--- config.mk ---
export PLATFORM = sky130hd
export DESIGN_NAME = node_share_sched
export DESIGN_NICKNAME = d
export VERILOG_FILES = /design/src/rtl/node_share_sched.sv
export SDC_FILE = /design/constraint.sdc
export NUM_CORES = 1
export LEC_CHECK = 0
export CAP_MARGIN = 20
export CORE_MARGIN = 2
export CORE_UTILIZATION = 45
export CTS_CLUSTER_SIZE = 30
export DETAILED_ROUTE_END_ITERATION = 16
export PLACE_DENSITY = 0.94
export SYNTH_ARGS = -nofsm -noshare
export SYNTH_HDL_FRONTEND = slang
export SYNTH_SLANG_ARGS = --single-unit
--- constraint.sdc ---
create_clock -name CLK -period 5.5 [get_ports CLK]
set_input_delay 1.1 -clock CLK [delete_from_list [all_inputs] [get_ports CLK]]
set_output_delay 1.1 -clock CLK [all_outputs]
set_load 0.05 [all_outputs]
--- src/rtl/node_share_sched.sv ---
// node_share_sched
// Round-robin scheduler that lets NREQ requesters share one computation node
// with the ST/RD/RES/IN0/IN1 handshake. The winner's operands are registered
// at grant, the node is strobed once, and the result (or a watchdog timeout)
// is returned to the owner with a one-cycle DONE pulse.
//
// Ports
//   CLK        clock, rising edge
//   RST        asynchronous reset, active low
//   REQ        per-requester request level, held until that requester's DONE
//   A0, A1     packed operands, requester i at [i*WIDTH +: WIDTH]
//   GNT        one-hot owner of the node, zero when idle
//   DONE       one-cycle completion pulse to the owner
//   ERR        valid with DONE, 1 = node timed out and Q is stale
//   Q          result, held until the next successful DONE
//   BUSY       high whenever the scheduler is not idle
//   NST        node start strobe
//   NIN0/NIN1  node operands
//   NRD        node ready level
//   NRES       node result
//
// state  | meaning
// -------+-------------------------------------------------------------
// IDLE   | no owner; arbitrate among REQ from the round-robin pointer
// START  | NST high for this one cycle
// GUARD  | NRD ignored (may still be high from the previous job)
// WAIT   | wait for NRD, abort after TMO cycles
// RESP   | DONE/ERR presented to the owner

module node_share_sched #(
   parameter int NREQ  = 4,
   parameter int WIDTH = 16,
   parameter int TMO   = 255
) (
   input  logic                    CLK,
   input  logic                    RST,
   input  logic [NREQ-1:0]         REQ,
   input  logic [NREQ*WIDTH-1:0]   A0,
   input  logic [NREQ*WIDTH-1:0]   A1,
   output logic [NREQ-1:0]         GNT,
   output logic [NREQ-1:0]         DONE,
   output logic                    ERR,
   output logic [WIDTH-1:0]        Q,
   output logic                    BUSY,
   output logic                    NST,
   output logic [WIDTH-1:0]        NIN0,
   output logic [WIDTH-1:0]        NIN1,
   input  logic                    NRD,
   input  logic [WIDTH-1:0]        NRES
);

   localparam int PW = $clog2(NREQ);
   localparam int CW = (TMO > 1) ? $clog2(TMO) : 1;
   localparam logic [CW-1:0] CNT_TERM = CW'(TMO - 1);

   typedef enum logic [2:0] {
      S_IDLE,
      S_START,
      S_GUARD,
      S_WAIT,
      S_RESP
   } state_t;

   state_t            state;
   state_t            state_next;
   logic [PW-1:0]     ptr;
   logic [CW-1:0]     cnt;
   logic              win_found;
   logic [PW-1:0]     win_idx;
   logic [WIDTH-1:0]  a0_arr [NREQ];
   logic [WIDTH-1:0]  a1_arr [NREQ];

   for (genvar g = 0; g < NREQ; g++) begin : g_unpack
      assign a0_arr[g] = A0[g*WIDTH +: WIDTH];
      assign a1_arr[g] = A1[g*WIDTH +: WIDTH];
   end

   // First set request at or after ptr, wrapping modulo NREQ.
   always_comb begin
      logic [PW:0]   sum;
      logic [PW-1:0] cand;
      win_found = 1'b0;
      win_idx   = '0;
      sum       = '0;
      cand      = '0;
      for (int i = 0; i < NREQ; i++) begin
         sum = {1'b0, ptr} + (PW+1)'(i);
         if (sum >= (PW+1)'(NREQ)) begin
            sum = sum - (PW+1)'(NREQ);
         end
         cand = sum[PW-1:0];
         if (!win_found && REQ[cand]) begin
            win_found = 1'b1;
            win_idx   = cand;
         end
      end
   end

   always_comb begin
      state_next = state;
      case (state)
         S_IDLE:  if (win_found) state_next = S_START;
         S_START: state_next = S_GUARD;
         S_GUARD: state_next = S_WAIT;
         S_WAIT:  if (NRD || (cnt == CNT_TERM)) state_next = S_RESP;
         S_RESP:  state_next = S_IDLE;
         default: state_next = S_IDLE;
      endcase
   end

   always_ff @(posedge CLK or negedge RST) begin
      if (!RST) begin
         state <= S_IDLE;
         ptr   <= '0;
         cnt   <= '0;
         GNT   <= '0;
         DONE  <= '0;
         ERR   <= 1'b0;
         Q     <= '0;
         BUSY  <= 1'b0;
         NST   <= 1'b0;
         NIN0  <= '0;
         NIN1  <= '0;
      end else begin
         state <= state_next;
         BUSY  <= (state_next != S_IDLE);
         NST   <= (state_next == S_START);
         case (state)
            S_IDLE: begin
               if (win_found) begin
                  GNT  <= NREQ'(1) << win_idx;
                  NIN0 <= a0_arr[win_idx];
                  NIN1 <= a1_arr[win_idx];
                  ptr  <= (win_idx == PW'(NREQ - 1)) ? '0 : win_idx + PW'(1);
               end
            end
            S_GUARD: cnt <= '0;
            S_WAIT: begin
               // A ready node wins over a coincident timeout.
               if (NRD) begin
                  Q    <= NRES;
                  ERR  <= 1'b0;
                  DONE <= GNT;
               end else if (cnt == CNT_TERM) begin
                  ERR  <= 1'b1;
                  DONE <= GNT;
               end else begin
                  cnt <= cnt + CW'(1);
               end
            end
            S_RESP: begin
               GNT  <= '0;
               DONE <= '0;
               ERR  <= 1'b0;
            end
            default: ;
         endcase
      end
   end

   gnt_onehot_a:  assert property (@(posedge CLK) disable iff (!RST) $onehot0(GNT));
   done_onehot_a: assert property (@(posedge CLK) disable iff (!RST) $onehot0(DONE));

endmodule

# Yosys cells after proc, flatten, opt, wreduce, memory -nomap -nowiden
# Cells that the tools add are included.
op_classes:
  add_sub_neg: 9
  magnitude_cmp: 9
  eq_ne: 11
  shift: 1
  mux: 41
  bitwise: 1
  n_reduce_logical: 17
ops:
  columns: ["operator", "count"]
  rows:
  - ["$bmux W16 S2", 2]
  - ["$mux W16", 4]
  - ["$mux W2", 9]
  - ["$mux W8", 2]
  - ["$pmux W4 S2", 2]
  - ["$pmux W8 S2", 1]
  - ["$ge A3 B3 Y1 const B", 4]
  - ["$lt A2 B3 Y1 const B", 4]
  - ["$mux W4", 3]
  - ["$pmux W3 S4", 1]
  - ["$mux W1", 10]
  - ["$add A8 B1 Y8 const B", 1]
  - ["$bmux W1 S2", 4]
  - ["$eq A8 B8 Y1 const B", 1]
  - ["$reduce_and A2 Y1", 4]
  - ["$sub A2 B1 Y2 const B", 4]
  - ["$add A2 B2 Y3 const B", 2]
  - ["$eq A3 B1 Y1 const B", 2]
  - ["$eq A3 B2 Y1 const B", 2]
  - ["$mux W3", 2]
  - ["$ne A2 B2 Y1 const B", 3]
  - ["$reduce_bool A2 Y1", 3]
  - ["$shl A1 B2 Y4 const A", 1]
  - ["$add A2 B1 Y3 const B", 1]
  - ["other kinds (13)", 17]
word_totals:
  reg_bits: 72
  in_bits: 151
  output_inout_bits: 59
  wordCells: 100

# Depth between registers and ports, before layout
depth:
  word_depth: 18
  mapped_depth: 9
  ltp_nobuf: 7

# Least setup slack after synthesis
# No wires, ideal clock.
synth_path:
  path_type: "input to register"
  startpoint: "in REQ[3]"
  endpoint: "reg ptr[1]"
  setup_ps: 116
  arrival_time_ps: 2262
  t_required_ps: 5384
  slack_ps: 3122
  stages: 7
  n_path_buf: 1
  cell_sequence: "nor2b_1 > a21o_1 > a221oi_4 > buf_4 > ha_1 > nand2_1 > nand2_1"
synth_via:
  elab_chain_cells: 14
  elab_cells_between_ends: 26
synth_lines:
  columns: ["element", "line_no", "rtl"]
  rows:
  - ["from (decl)", "37", "input logic [NREQ-1:0] REQ,"]
  - ["$bmux W1 S2", "92", "if (!win_found && REQ[cand]) begin"]
  - ["$mux W1 (not written as such)", "92", null]
  - ["$mux W1", "92", null]
  - ["$logic_not A1 Y1", "92", null]
  - ["$logic_and A1 B1 Y1", "92", null]
  - ["$mux W1", "92", null]
  - ["$logic_not A1 Y1", "92", null]
  - ["$logic_and A1 B1 Y1", "92", null]
  - ["$mux W1", "92", null]
  - ["$logic_not A1 Y1", "92", null]
  - ["$logic_and A1 B1 Y1", "92", null]
  - ["$mux W2", "92", null]
  - ["$add A2 B1 Y2 or $eq A2 B2 Y1 (tied branches)", "134", "ptr <= (win_idx == PW'(NREQ - 1)) ? '0 : win_idx + PW'(1);"]
  - ["$mux W2", "134", null]
  - ["to (signal assigned)", "134", null]
  - ["to (decl)", "66", "logic [PW-1:0] ptr;"]
# Several ways; a longest one is shown, not always the timed one. The select of a mux whose other input is x is not followed.
# A chain may end at the register's enable or synchronous reset.

# Worst setup path after layout
layout_path:
  startpoint: "in REQ[3]"
  endpoint: "reg NIN0[5]"
layout_via:
  elab_chain_cells: 16
  elab_cells_between_ends: 27
layout_lines:
  columns: ["element", "line_no", "rtl"]
  rows:
  - ["$bmux W1 S2", "92", null]
  - ["$mux W1 (not written as such)", "92", null]
  - ["$mux W1", "92", null]
  - ["$logic_not A1 Y1", "92", null]
  - ["$logic_and A1 B1 Y1", "92", null]
  - ["$mux W1", "92", null]
  - ["$logic_not A1 Y1", "92", null]
  - ["$logic_and A1 B1 Y1", "92", null]
  - ["$mux W1", "92", null]
  - ["$logic_not A1 Y1", "92", null]
  - ["$logic_and A1 B1 Y1", "92", null]
  - ["$mux W2", "92", null]
  - ["$not A2 Y3 (not written as such)", "132", "NIN0 <= a0_arr[win_idx];"]
  - ["$bmux W16 S2", "132", null]
  - ["$mux W16 (not written as such) (2 in a row)", "132", null]
  - ["to (signal assigned)", "132", null]
  - ["to (decl)", "46", "output logic [WIDTH-1:0] NIN0,"]
# Several ways; a longest one is shown, not always the timed one. The select of a mux whose other input is x is not followed.

==> flow_summary.html <==
<table>
<tr><th>Metric</th><th>Value</th></tr>
<tr><th colspan="2">STA</th></tr>
<tr><td>Post-route setup TNS</td><td>0 ps</td></tr>
<tr><td>Clock Skew</td><td>12.7 ps</td></tr>
<tr><td>Maximum achievable frequency</td><td>261 MHz</td></tr>
<tr><td>Total setup violations reported at the end of the flow</td><td>0</td></tr>
<tr><td>Pin slew with the least headroom to its limit</td><td>1010 ps</td></tr>
<tr><td>Tightest slew margin relative to the limit</td><td>32.5%</td></tr>
<tr><td>Final period util</td><td>69.7%</td></tr>
<tr><td>Final count of pins violating max slew</td><td>0</td></tr>
<tr><td>Number of hold violations in the final report</td><td>0</td></tr>
<tr><td>Final critical delay including setup and external delays</td><td>3830 ps</td></tr>
<tr><td>Setup repair after global routing missed its margin</td><td>no</td></tr>
<tr><th colspan="2">Global routing</th></tr>
<tr><td>Largest net degree at the start of global routing</td><td>73</td></tr>
<tr><td>Via count of the first global-routing pass</td><td>4,611</td></tr>
<tr><td>Global-route wire length before repair</td><td>22.3 mm</td></tr>
<tr><td>Global routing met1 resource utilization</td><td>30.6%</td></tr>
<tr><td>Met2 global-route usage</td><td>47.8%</td></tr>
<tr><td>Most used routing layer in global routing</td><td>met2</td></tr>
<tr><td>Total routing usage reported by global routing</td><td>27.1%</td></tr>
<tr><td>Global route total overflow</td><td>0</td></tr>
<tr><td>Number of antenna violations at the first check in global routing</td><td>0</td></tr>
<tr><td>Met3 routing resource usage after global routing</td><td>6.38%</td></tr>
<tr><th colspan="2">Setup path</th></tr>
<tr><td>Setup CP Type</td><td>primary input to register</td></tr>
<tr><td>Register-to-register setup slack</td><td>2500 ps</td></tr>
<tr><td>Arrival @ worst endpoint</td><td>4040 ps</td></tr>
<tr><td>Reg2Reg Launch Point</td><td>ptr[1]</td></tr>
<tr><td>Worst setup EP type</td><td>register</td></tr>
<tr><td>Worst Setup Start Kind</td><td>primary input</td></tr>
<tr><td>CP Data Required Time</td><td>5710 ps</td></tr>
<tr><td>Worst Reg-to-Reg Cells</td><td>6</td></tr>
<tr><td>Max FO, Critical Path</td><td>34</td></tr>
<tr><td>Reg-to-reg critical path endpoint</td><td>NIN0[5]</td></tr>
<tr><th colspan="2">Route</th></tr>
<tr><td>Detailed Routing Iterations Pass 1</td><td>5</td></tr>
<tr><td>Total wire length</td><td>14.7 mm</td></tr>
<tr><td>DRT antenna net count</td><td>0</td></tr>
<tr><td>Routed via count</td><td>4,475</td></tr>
<tr><td>Detailed-route DRC error count</td><td>0</td></tr>
<tr><td>First-iteration detailed-routing DRC count</td><td>211</td></tr>
<tr><td>Wire length per cell</td><td>19.5 um</td></tr>
<tr><td>Detailed-route vias per instance</td><td>5.93</td></tr>
<tr><th colspan="2">CTS</th></tr>
<tr><td>TritonCTS buffer count</td><td>9</td></tr>
<tr><td>Clock latency on the worst-skew pair</td><td>350 ps</td></tr>
<tr><td>CTS Root Buffer Type</td><td>sky130_fd_sc_hd__clkbuf_8</td></tr>
<tr><td>Clock net sink count</td><td>72</td></tr>
<tr><td>CTS H-tree depth</td><td>3</td></tr>
<tr><td>Hold_buf cts</td><td>0</td></tr>
<tr><td>Clock Pin Slew Worst Setup and Hold Paths</td><td>80 ps</td></tr>
<tr><td>Number of resized instances in the post-cts repair step</td><td>0</td></tr>
<tr><td>Clk buf depth</td><td>2</td></tr>
<tr><td>CTS tree</td><td>built</td></tr>
<tr><td>Post-CTS setup buffer count</td><td>0</td></tr>
<tr><th colspan="2">Floorplan</th></tr>
<tr><td>Die extent in x</td><td>103 um</td></tr>
<tr><td>IO Pins</td><td>210</td></tr>
<tr><td>Die area</td><td>10,700 sq um</td></tr>
<tr><td>Standard-cell rows</td><td>36</td></tr>
<tr><td>Placeable core region</td><td>9680 sq um</td></tr>
<tr><td>Die Span Y</td><td>103 um</td></tr>
<tr><td>Initial standard-cell utilization of the core</td><td>45.7%</td></tr>
<tr><th colspan="2">Layout</th></tr>
<tr><td>Most common cell after layout, fill and taps aside</td><td>sky130_fd_sc_hd__clkdlybuf4s50_1</td></tr>
<tr><td>Fillcell total</td><td>713</td></tr>
<tr><td>Utilization after layout</td><td>69.8%</td></tr>
<tr><td>Synth-to-Final Area Change</td><td>52.5%</td></tr>
<tr><td>Most frequent cells in the layout</td><td>sky130_fd_sc_hd__clkdlybuf4s50_1 (208), sky130_fd_sc_hd__dfrtp_1 (72), sky130_fd_sc_hd__nand2_1 (54), sky130_fd_sc_hd__nand4_1 (34)</td></tr>
<tr><td>Fraction of final layout cells with drive strength greater than 1</td><td>12.9%</td></tr>
<tr><td># diodes</td><td>0</td></tr>
<tr><td>Final Net Count</td><td>774</td></tr>
<tr><th colspan="2">Outcome</th></tr>
<tr><td>Outcome</td><td>completed</td></tr>
<tr><th colspan="2">Placement</th></tr>
<tr><td># port buffers</td><td>209</td></tr>
<tr><td>Routability congestion estimate from global placement</td><td>0.843</td></tr>
<tr><td>Detailed placement HPWL</td><td>10.4 mm</td></tr>
<tr><th colspan="2">Logic synthesis</th></tr>
<tr><td>Ranking of synthesized cells by area</td><td>sky130_fd_sc_hd__dfrtp_1 (41%), sky130_fd_sc_hd__o211ai_2 (8.5%), sky130_fd_sc_hd__mux2i_1 (7.5%)</td></tr>
<tr><td>Net Count, Synth</td><td>588</td></tr>
<tr><td>Portion of the post-synthesis area used by sequential elements</td><td>40.7%</td></tr>
<tr><td>Post-synth top area cell</td><td>sky130_fd_sc_hd__dfrtp_1</td></tr>
<tr><td>Number of distinct library cell variants in the gate-level netlist after synthesis</td><td>42</td></tr>
<tr><td>Commonest register cell after synthesis</td><td>sky130_fd_sc_hd__dfrtp_1</td></tr>
<tr><td>Async set or reset register ratio after synthesis</td><td>100%</td></tr>
<tr><td>Count of flip-flops with a built-in enable after synthesis</td><td>0</td></tr>
<tr><td>Mapped cell area</td><td>4430 sq um</td></tr>
<tr><td>Instance count of the mapped netlist</td><td>431</td></tr>
<tr><td>Warning count from the yosys run</td><td>0</td></tr>
<tr><td>Per-instance average area after synthesis</td><td>10.3 sq um</td></tr>
<tr><td>Number of synthesized register bits</td><td>72</td></tr>
<tr><td>Yosys top cell area share</td><td>40.7%</td></tr>
<tr><th colspan="2">Power</th></tr>
<tr><td>Power Density</td><td>554 nW/um^2</td></tr>
<tr><td>Largest voltage drop on the vdd net</td><td>256 uV</td></tr>
<tr><td>Total design power</td><td>0.00374 W</td></tr>
<tr><td>Leak</td><td>2.84 nW</td></tr>
<tr><th colspan="2">Min path</th></tr>
<tr><td>Launch instance of the worst min-delay path</td><td>cnt[7]</td></tr>
<tr><td>Destination of the worst hold path</td><td>cnt[7]</td></tr>
<tr><td>Worst Hold Path Cells</td><td>1</td></tr>
<tr><td>Hold/Removal Path Class</td><td>register to register</td></tr>
<tr><th colspan="2">Run</th></tr>
<tr><td>Number of max-capacitance violations reported</td><td>0</td></tr>
</table>
flip-flops by register name, indices dropped and copies added, names as in the netlist, 2 cells and up:
signal	flops
ptr	2
Q	16
GNT	4
NIN0	16
cnt	8
state	3
NIN1	16
DONE	4
kinds of logic after synthesis:
group,after synthesis,synth area share (%)
AOI/OAI and AO/OA,128,25.3
and+or+nand+nor,125,14.3
DFF,72,40.7
muxes,49,11.5
buffers and inverters,48,5.93
adders and majority gates,6,1.69
xor gates and xnor gates,3,0.593
Yosys cell counts, drive strengths merged (6+ instances only):
cell type	number
clkbuf	14
inv	7
buf	27
mux2	16
ha	6
o31ai	33
o211ai	34
o21ai	15
a21oi	6
nor2	9
nand2	55
a211o	32
nand4	34
nand3	8
dfrtp	72
mux2i	33
worst max-delay path, cell delays in order:
cell and delay, ps:
sky130_fd_sc_hd__clkdlybuf4s50_1 560, sky130_fd_sc_hd__nor2b_1 350, sky130_fd_sc_hd__o21a_2 670, sky130_fd_sc_hd__nor3_4 120, sky130_fd_sc_hd__inv_2 760, sky130_fd_sc_hd__mux2i_1 350
sky130_fd_sc_hd__o211ai_2 100
report_power, final:
group	leakage [nW]	internal, W	switching [W]
Clock	0.103	0.000258	0.000218
Combinational	1.84	0.000854	0.00149
Sequential	0.901	0.000763	0.000165
worst max-delay path by stage:
stage	end	cells past startpoint	from	slack, ps
after floorplan	ptr[1]	7	REQ[3]	3120
after global placement	NIN1[8]	7	REQ[3]	1560
after detailed placement	NIN1[6]	7	REQ[3]	1320
after CTS	NIN1[6]	7	REQ[3]	1700
after global routing	NIN0[5]	7	REQ[3]	1510
final	NIN0[5]	7	REQ[3]	1670
stage by stage:
stage	std cells	hold WS [ps]	worst slack, ps	instance area [sq um]
2_1_floorplan	431	452	3120	4430
6_report	755	507	1670	6760
3_3_place_gp	738	478	1560	6510
3_5_place_dp	738	485	1320	6510
5_1_grt	755	534	1510	6760
4_1_cts	754	505	1700	6730
layout make-up:
type | count | area, sq um | area share, %
Inverter | 7 | 26.3 | 0.389
Sequential cell | 72 | 1800 | 26.7
Tap cell | 133 | 166 | 2.46
Clock inverter | 6 | 92.6 | 1.37
Multi-Input combinational cell | 311 | 2380 | 35.2
Timing Repair Buffer | 216 | 2160 | 32.0
Clock buffer | 10 | 128 | 1.89
per-layer routing:
layer	vias to the layer above	wire, um
met5	-	0
met4	0	469
met3	41	1390
met2	281	7590
met1	2148	5260
li1	2005	-
Note: power is estimated with default switching activity, not from simulation.
